`src/rtl/switch_pkg.sv`:
```
// Shared switch types: port ids, ingress FSM states and the FIFO word packing.
// Used by the ingress writers and the scheduler that reads their FIFOs.
package switch_pkg;

    typedef logic [1:0] port_id_t;

    localparam port_id_t DEST_NONE = 2'b00;
    localparam port_id_t DEST_P1   = 2'b01;
    localparam port_id_t DEST_P2   = 2'b10;
    localparam port_id_t DEST_P3   = 2'b11;

    typedef enum logic [1:0] {
        IDLE = 2'd0,
        FWD  = 2'd1,
        DROP = 2'd2
    } ingress_state_t;

    // FIFO word layout seen by the scheduler: payload in the upper bits, destination tag low.
    function automatic logic [7:0] fifo_word(input logic [5:0] payload, input port_id_t dest);
        return {payload, dest};
    endfunction

endpackage

```
`src/rtl/ingress_stats.sv`:
```
// Frame statistics for one ingress port: forwarded, dropped and truncated frame counters.
// Each counter wraps modulo 2^CNT_W; one increment strobe per counter per cycle.
module ingress_stats #(
    parameter int CNT_W = 16
) (
    input  logic             clk,
    input  logic             reset,
    input  logic             frm_inc,
    input  logic             drop_inc,
    input  logic             trunc_inc,
    output logic [CNT_W-1:0] frm_cnt,
    output logic [CNT_W-1:0] drop_cnt,
    output logic [CNT_W-1:0] trunc_cnt
);

    logic [CNT_W-1:0] frm_q, frm_d;
    logic [CNT_W-1:0] drop_q, drop_d;
    logic [CNT_W-1:0] trunc_q, trunc_d;

    always_comb begin
        frm_d   = frm_q + CNT_W'(frm_inc);
        drop_d  = drop_q + CNT_W'(drop_inc);
        trunc_d = trunc_q + CNT_W'(trunc_inc);
    end

    always_ff @(posedge clk or posedge reset) begin
        if (reset) begin
            frm_q   <= '0;
            drop_q  <= '0;
            trunc_q <= '0;
        end else begin
            frm_q   <= frm_d;
            drop_q  <= drop_d;
            trunc_q <= trunc_d;
        end
    end

    assign frm_cnt   = frm_q;
    assign drop_cnt  = drop_q;
    assign trunc_cnt = trunc_q;

endmodule

```
`src/rtl/ingress_fifo_writer.sv`:
```
// Ingress writer: tags line-side payload beats with their destination port and writes them to the FIFO.
// Statistics counters exist only when INGRESS_STATS_EN is defined; otherwise the count outputs are 0.
module ingress_fifo_writer
    import switch_pkg::*;
#(
    parameter port_id_t PORT_ID = 2'd1,
    parameter int       MAX_LEN = 16,
    parameter int       CNT_W   = 16
) (
    input  logic             clk,
    input  logic             reset,
    input  logic             in_valid,
    output logic             in_ready,
    input  logic             in_sop,
    input  logic             in_eop,
    input  logic [5:0]       in_data,
    input  logic             fifo_afull,
    output logic             fifo_wrreq,
    output logic [7:0]       fifo_wrdata,
    output logic [CNT_W-1:0] frm_cnt,
    output logic [CNT_W-1:0] drop_cnt,
    output logic [CNT_W-1:0] trunc_cnt,
    output ingress_state_t   state_dbg
);

    localparam int                LEN_W     = $clog2(MAX_LEN + 1);
    localparam logic [LEN_W-1:0]  MAX_LEN_L = LEN_W'(MAX_LEN);

    ingress_state_t   state_q, state_d;
    port_id_t         dest_q, dest_d;
    logic [LEN_W-1:0] len_q, len_d;
    logic             trunc_q, trunc_d;
    logic             wrreq_q, wrreq_d;
    logic [7:0]       wrdata_q, wrdata_d;
    logic             accept;
    logic             frm_inc, drop_inc, trunc_inc;

    // Beat handshake: a beat transfers on a cycle where in_valid && in_ready; in_ready never depends on in_valid.
    // Only FWD can stall (on fifo_afull) so the single in-flight registered write always has room.
    assign in_ready = !reset && ((state_q == FWD) ? !fifo_afull : 1'b1);
    assign accept   = in_valid && in_ready;

    always_comb begin
        state_d   = state_q;
        dest_d    = dest_q;
        len_d     = len_q;
        trunc_d   = trunc_q;
        wrreq_d   = 1'b0;
        wrdata_d  = wrdata_q;
        frm_inc   = 1'b0;
        drop_inc  = 1'b0;
        trunc_inc = 1'b0;
        if (accept) begin
            if (in_sop) begin
                // A header inside FWD closes the old frame as forwarded before the new one is judged.
                if (state_q == FWD) begin
                    frm_inc   = 1'b1;
                    trunc_inc = trunc_q;
                end
                if (in_data[1:0] == DEST_NONE || in_data[1:0] == PORT_ID) begin
                    drop_inc = 1'b1;
                    state_d  = in_eop ? IDLE : DROP;
                end else begin
                    dest_d  = in_data[1:0];
                    len_d   = '0;
                    trunc_d = 1'b0;
                    state_d = in_eop ? IDLE : FWD;
                end
            end else begin
                case (state_q)
                    FWD: begin
                        if (len_q < MAX_LEN_L) begin
                            wrreq_d  = 1'b1;
                            wrdata_d = fifo_word(in_data, dest_q);
                            len_d    = len_q + LEN_W'(1);
                        end else begin
                            trunc_d = 1'b1;
                        end
                        if (in_eop) begin
                            state_d   = IDLE;
                            frm_inc   = 1'b1;
                            trunc_inc = trunc_q || (len_q >= MAX_LEN_L);
                        end
                    end
                    DROP: begin
                        if (in_eop) begin
                            state_d = IDLE;
                        end
                    end
                    default: ;
                endcase
            end
        end
    end

    always_ff @(posedge clk or posedge reset) begin
        if (reset) begin
            state_q  <= IDLE;
            dest_q   <= DEST_NONE;
            len_q    <= '0;
            trunc_q  <= 1'b0;
            wrreq_q  <= 1'b0;
            wrdata_q <= '0;
        end else begin
            state_q  <= state_d;
            dest_q   <= dest_d;
            len_q    <= len_d;
            trunc_q  <= trunc_d;
            wrreq_q  <= wrreq_d;
            wrdata_q <= wrdata_d;
        end
    end

    assign fifo_wrreq  = wrreq_q;
    assign fifo_wrdata = wrdata_q;
    assign state_dbg   = state_q;

`ifdef INGRESS_STATS_EN
    ingress_stats #(
        .CNT_W(CNT_W)
    ) u_stats (
        .clk      (clk),
        .reset    (reset),
        .frm_inc  (frm_inc),
        .drop_inc (drop_inc),
        .trunc_inc(trunc_inc),
        .frm_cnt  (frm_cnt),
        .drop_cnt (drop_cnt),
        .trunc_cnt(trunc_cnt)
    );
`else
    logic unused_stats;
    assign unused_stats = ^{frm_inc, drop_inc, trunc_inc};
    assign frm_cnt      = '0;
    assign drop_cnt     = '0;
    assign trunc_cnt    = '0;
`endif

endmodule

```
`config.mk`:
```
export PLATFORM = sky130hd
export DESIGN_NAME = ingress_fifo_writer
export DESIGN_NICKNAME = d
export VERILOG_FILES = /design/src/rtl/switch_pkg.sv /design/src/rtl/ingress_stats.sv /design/src/rtl/ingress_fifo_writer.sv
export SDC_FILE = /design/constraint.sdc
export NUM_CORES = 1
export LEC_CHECK = 0
export BUFFER_PORTS_ARGS = -buffer_cell sky130_fd_sc_hd__buf_2
export CORE_MARGIN = 1.5
export CORE_UTILIZATION = 38
export DETAILED_ROUTE_END_ITERATION = 7
export GPL_ROUTABILITY_DRIVEN = 0
export GPL_TIMING_DRIVEN = 0
export PLACE_DENSITY = 0.74
export SETUP_SLACK_MARGIN = 0.2
export SYNTH_ARGS = -nofsm -noshare
export SYNTH_HDL_FRONTEND = slang
export SYNTH_SLANG_ARGS = --single-unit
```
`constraint.sdc`:
```
create_clock -name clk -period 1.4 [get_ports clk]
set_input_delay 0.35 -clock clk [delete_from_list [all_inputs] [get_ports clk]]
set_output_delay 0.35 -clock clk [all_outputs]
set_load 0.02 [all_outputs]
```
==> flow_summary.json <==
{
  "grt_pass1_wl_um": 3230,
  "wire_per_inst_um": 8.81,
  "synth-edff-count": 0,
  "ys_seq_elements": 18,
  "path_cells": "ha_4, a21oi_2, buf_4",
  "worst_pin_slew_ps": 663,
  "drt-pass1-iter-count": 4,
  "groute.usage.overall": 0.125,
  "p_switching_mw": 0.817,
  "cts_buffers": 3,
  "htree_num_levels": 1,
  "path_class": "reg -> out",
  "nets": 240,
  "setup_slack_ps": -112,
  "required_ps": 1050,
  "maxCapViolCount": 0,
  "vdd_ir_drop_max_mv": 0.463,
  "finalWirelength_um": 2270,
  "portBuffers": 23,
  "synthArstFlopShare": 1.00,
  "synth_cells": 132,
  "vias_per_cell": 3.80,
  "worst_setup_path_end_kind": "primary output",
  "p_comb_frac": 0.532,
  "layout_common_cells": "buf_4, conb_1, nand2_1",
  "clk_pin_slew_ps": 100,
  "violations": "setup timing",
  "clock-skew-final_ps": 4.11,
  "hpwl_um": 1520,
  "p_leak_nw": 1.12,
  "power.share.sequential": 0.333,
  "area_growth_pct": 58.6,
  "worst_path_max_delay_cell": "dfrtp_2",
  "cts_tree": "done",
  "synth_ff_type": "dfrtp_1",
  "final-setup-viol-count": 9,
  "p_int_mw": 1.46,
  "outcome": "finished, violations left",
  "slowest_delay_ps": 440,
  "cp-start-kind": "flip-flop",
  "drv_slew": 0,
  "start_util": 0.392,
  "grt_max_degree": 19,
  "pwr-share-clk": 0.135,
  "syn_avg_cell_area_um2": 8.91,
  "crit_fanout": 3,
  "switching_share": 0.358,
  "clock_sinks": 18,
  "drc": 0,
  "drtIter0Drc": 26,
  "insertion_delay_ps": 290,
  "io_pins": 72,
  "synth_area_um2": 1180,
  "r2r_start": "state_dbg[0]",
  "finalSetupTns_ps": -367,
  "hold_violations": 0,
  "p_per_area_nw_per_um2": 1220,
  "vias": 980,
  "synth-warning-count": 0,
  "drtAntennaViolNets": 0,
  "grt_setup_unrepaired": "true",
  "num_rows": 20,
  "post-route-period-util": 1.08,
  "antenna_cells": 0,
  "grt_overflow_total": 0,
  "drive_gt1_frac": 0.524,
  "die_h_um": 58.6,
  "min_path_type": "in -> async",
  "antenna_found_initial": 0,
  "die_x_um": 58.6,
  "hold_buffers": 0,
  "core_area_um2": 3000,
  "yosysUniqueCellTypes": 27,
  "cp_data_arrival_time_ps": 1160,
  "first_global_vias": 766,
  "min_period_ps": 1510,
  "clockBufferDepth": 2,
  "synth_seq_area_share": 0.383,
  "fmax_mhz": 662,
  "startpoint": "state_dbg[0]",
  "root_buffer": "clkbuf_4",
  "dieArea_um2": 3440,
  "final_common_cell": "buf_4",
  "maxSlewHeadroom": 0.557,
  "final_util": 0.621
}
==> final cells by class <==
| type | instances | area [um^2] |
|---|---|---|
| clock buffers | 4 | 36.3 |
| well taps | 33 | 41.3 |
| inverters | 5 | 21.3 |
| fillers | 248 | 1140 |
| plain buffers | 51 | 394 |
| multi-input cells | 105 | 576 |
| repair buffers | 42 | 344 |
| flip-flops and latches | 18 | 453 |
==> cell usage after synthesis, types with 2 or more instances <==
| cell | count | area, um^2 |
|---|---|---|
| nand3_1 | 5 | 25.0 |
| ha_1 | 2 | 25.0 |
| o21ai_0 | 2 | 10.0 |
| nand2_1 | 27 | 101 |
| dfrtp_1 | 18 | 450 |
| o22ai_1 | 2 | 12.5 |
| a21o_1 | 2 | 15.0 |
| nor3_1 | 2 | 10.0 |
| buf_4 | 50 | 375 |
| a21oi_1 | 2 | 10.0 |
| inv_1 | 4 | 15.0 |
==> routing by layer <==
layer	share of wire	track usage	routed length (um)
met1	0.40	0.130	899
met2	0.54	0.233	1220
met3	0.068	0.0505	155
met4	0	0.0325	0
met5	0	0	0
==> power groups by stage <==
stage / Combinational [mW] / Clock [mW] / Sequential, mW
after detailed placement: 0.769 / 0 / 0.766
final: 1.21 / 0.308 / 0.759
after global placement: 0.760 / 0 / 0.755
after CTS: 0.969 / 0.318 / 0.753
after floorplan: 0.452 / 0 / 0.890
after global routing: 1.30 / 0.332 / 0.776
==> sequential cells by signal, indices dropped and copies added, names as in the netlist <==
signal,count
state_dbg,2
fifo_wrreq,1
fifo_wrdata,8
len_q,5
dest_q,2
==> path summary, 6_finish.rpt <==
check,end,slack (ps),cells after the start
max,in_ready,-110,3
min,state_dbg[1],180,2
max reg2reg,len_q[3],-70,6
min reg2reg,fifo_wrdata[1],480,2
max in group asynchronous,state_dbg[0],760,2
min in group clk,state_dbg[0],230,2
==> cell families (layout without fill, tap and decap cells) <==
group | count (synthesis) | after routing | synth area share
AO/OA/AOI/OAI | 11 | 11 | 0.0649
adder cells (fa/ha/maj) | 2 | 2 | 0.0213
buffers and inverters | 56 | 102 | 0.339
flip-flops | 18 | 18 | 0.383
multiplexers | 1 | 1 | 0.00957
other | 1 | 48 | 0.00319
AND/OR/NAND/NOR | 43 | 43 | 0.179
==> worst max-delay path: cells and delay by family, from the launching register on <==
family	cells	cell delay, ps
buffers and inverters	1	150
AOI/OAI and AO/OA	1	110
adders and majority gates	1	170
DFF	1	440
==> stage by stage <==
step                      hold WS, ps  instance area, um^2  setup slack (ps)  total power [mW]  std cells
after floorplan                   288                 1370             -45.6              1.34        179
after global routing              225                 1870              -158              2.41        258
final                             181                 1870              -112              2.28        258
after global placement            448                 1530             -56.6              1.52        235
after detailed placement          456                 1530             -64.2              1.53        235
after CTS                         207                 1710              -118              2.04        247
==> repair_timing <==
action	in CTS	in global routing
gates resized for setup	24	20
pin swaps	6	4
endpoints found under the setup margin	21	29
setup buffers	8	11
No activity file was read; power rests on OpenSTA's default activity.
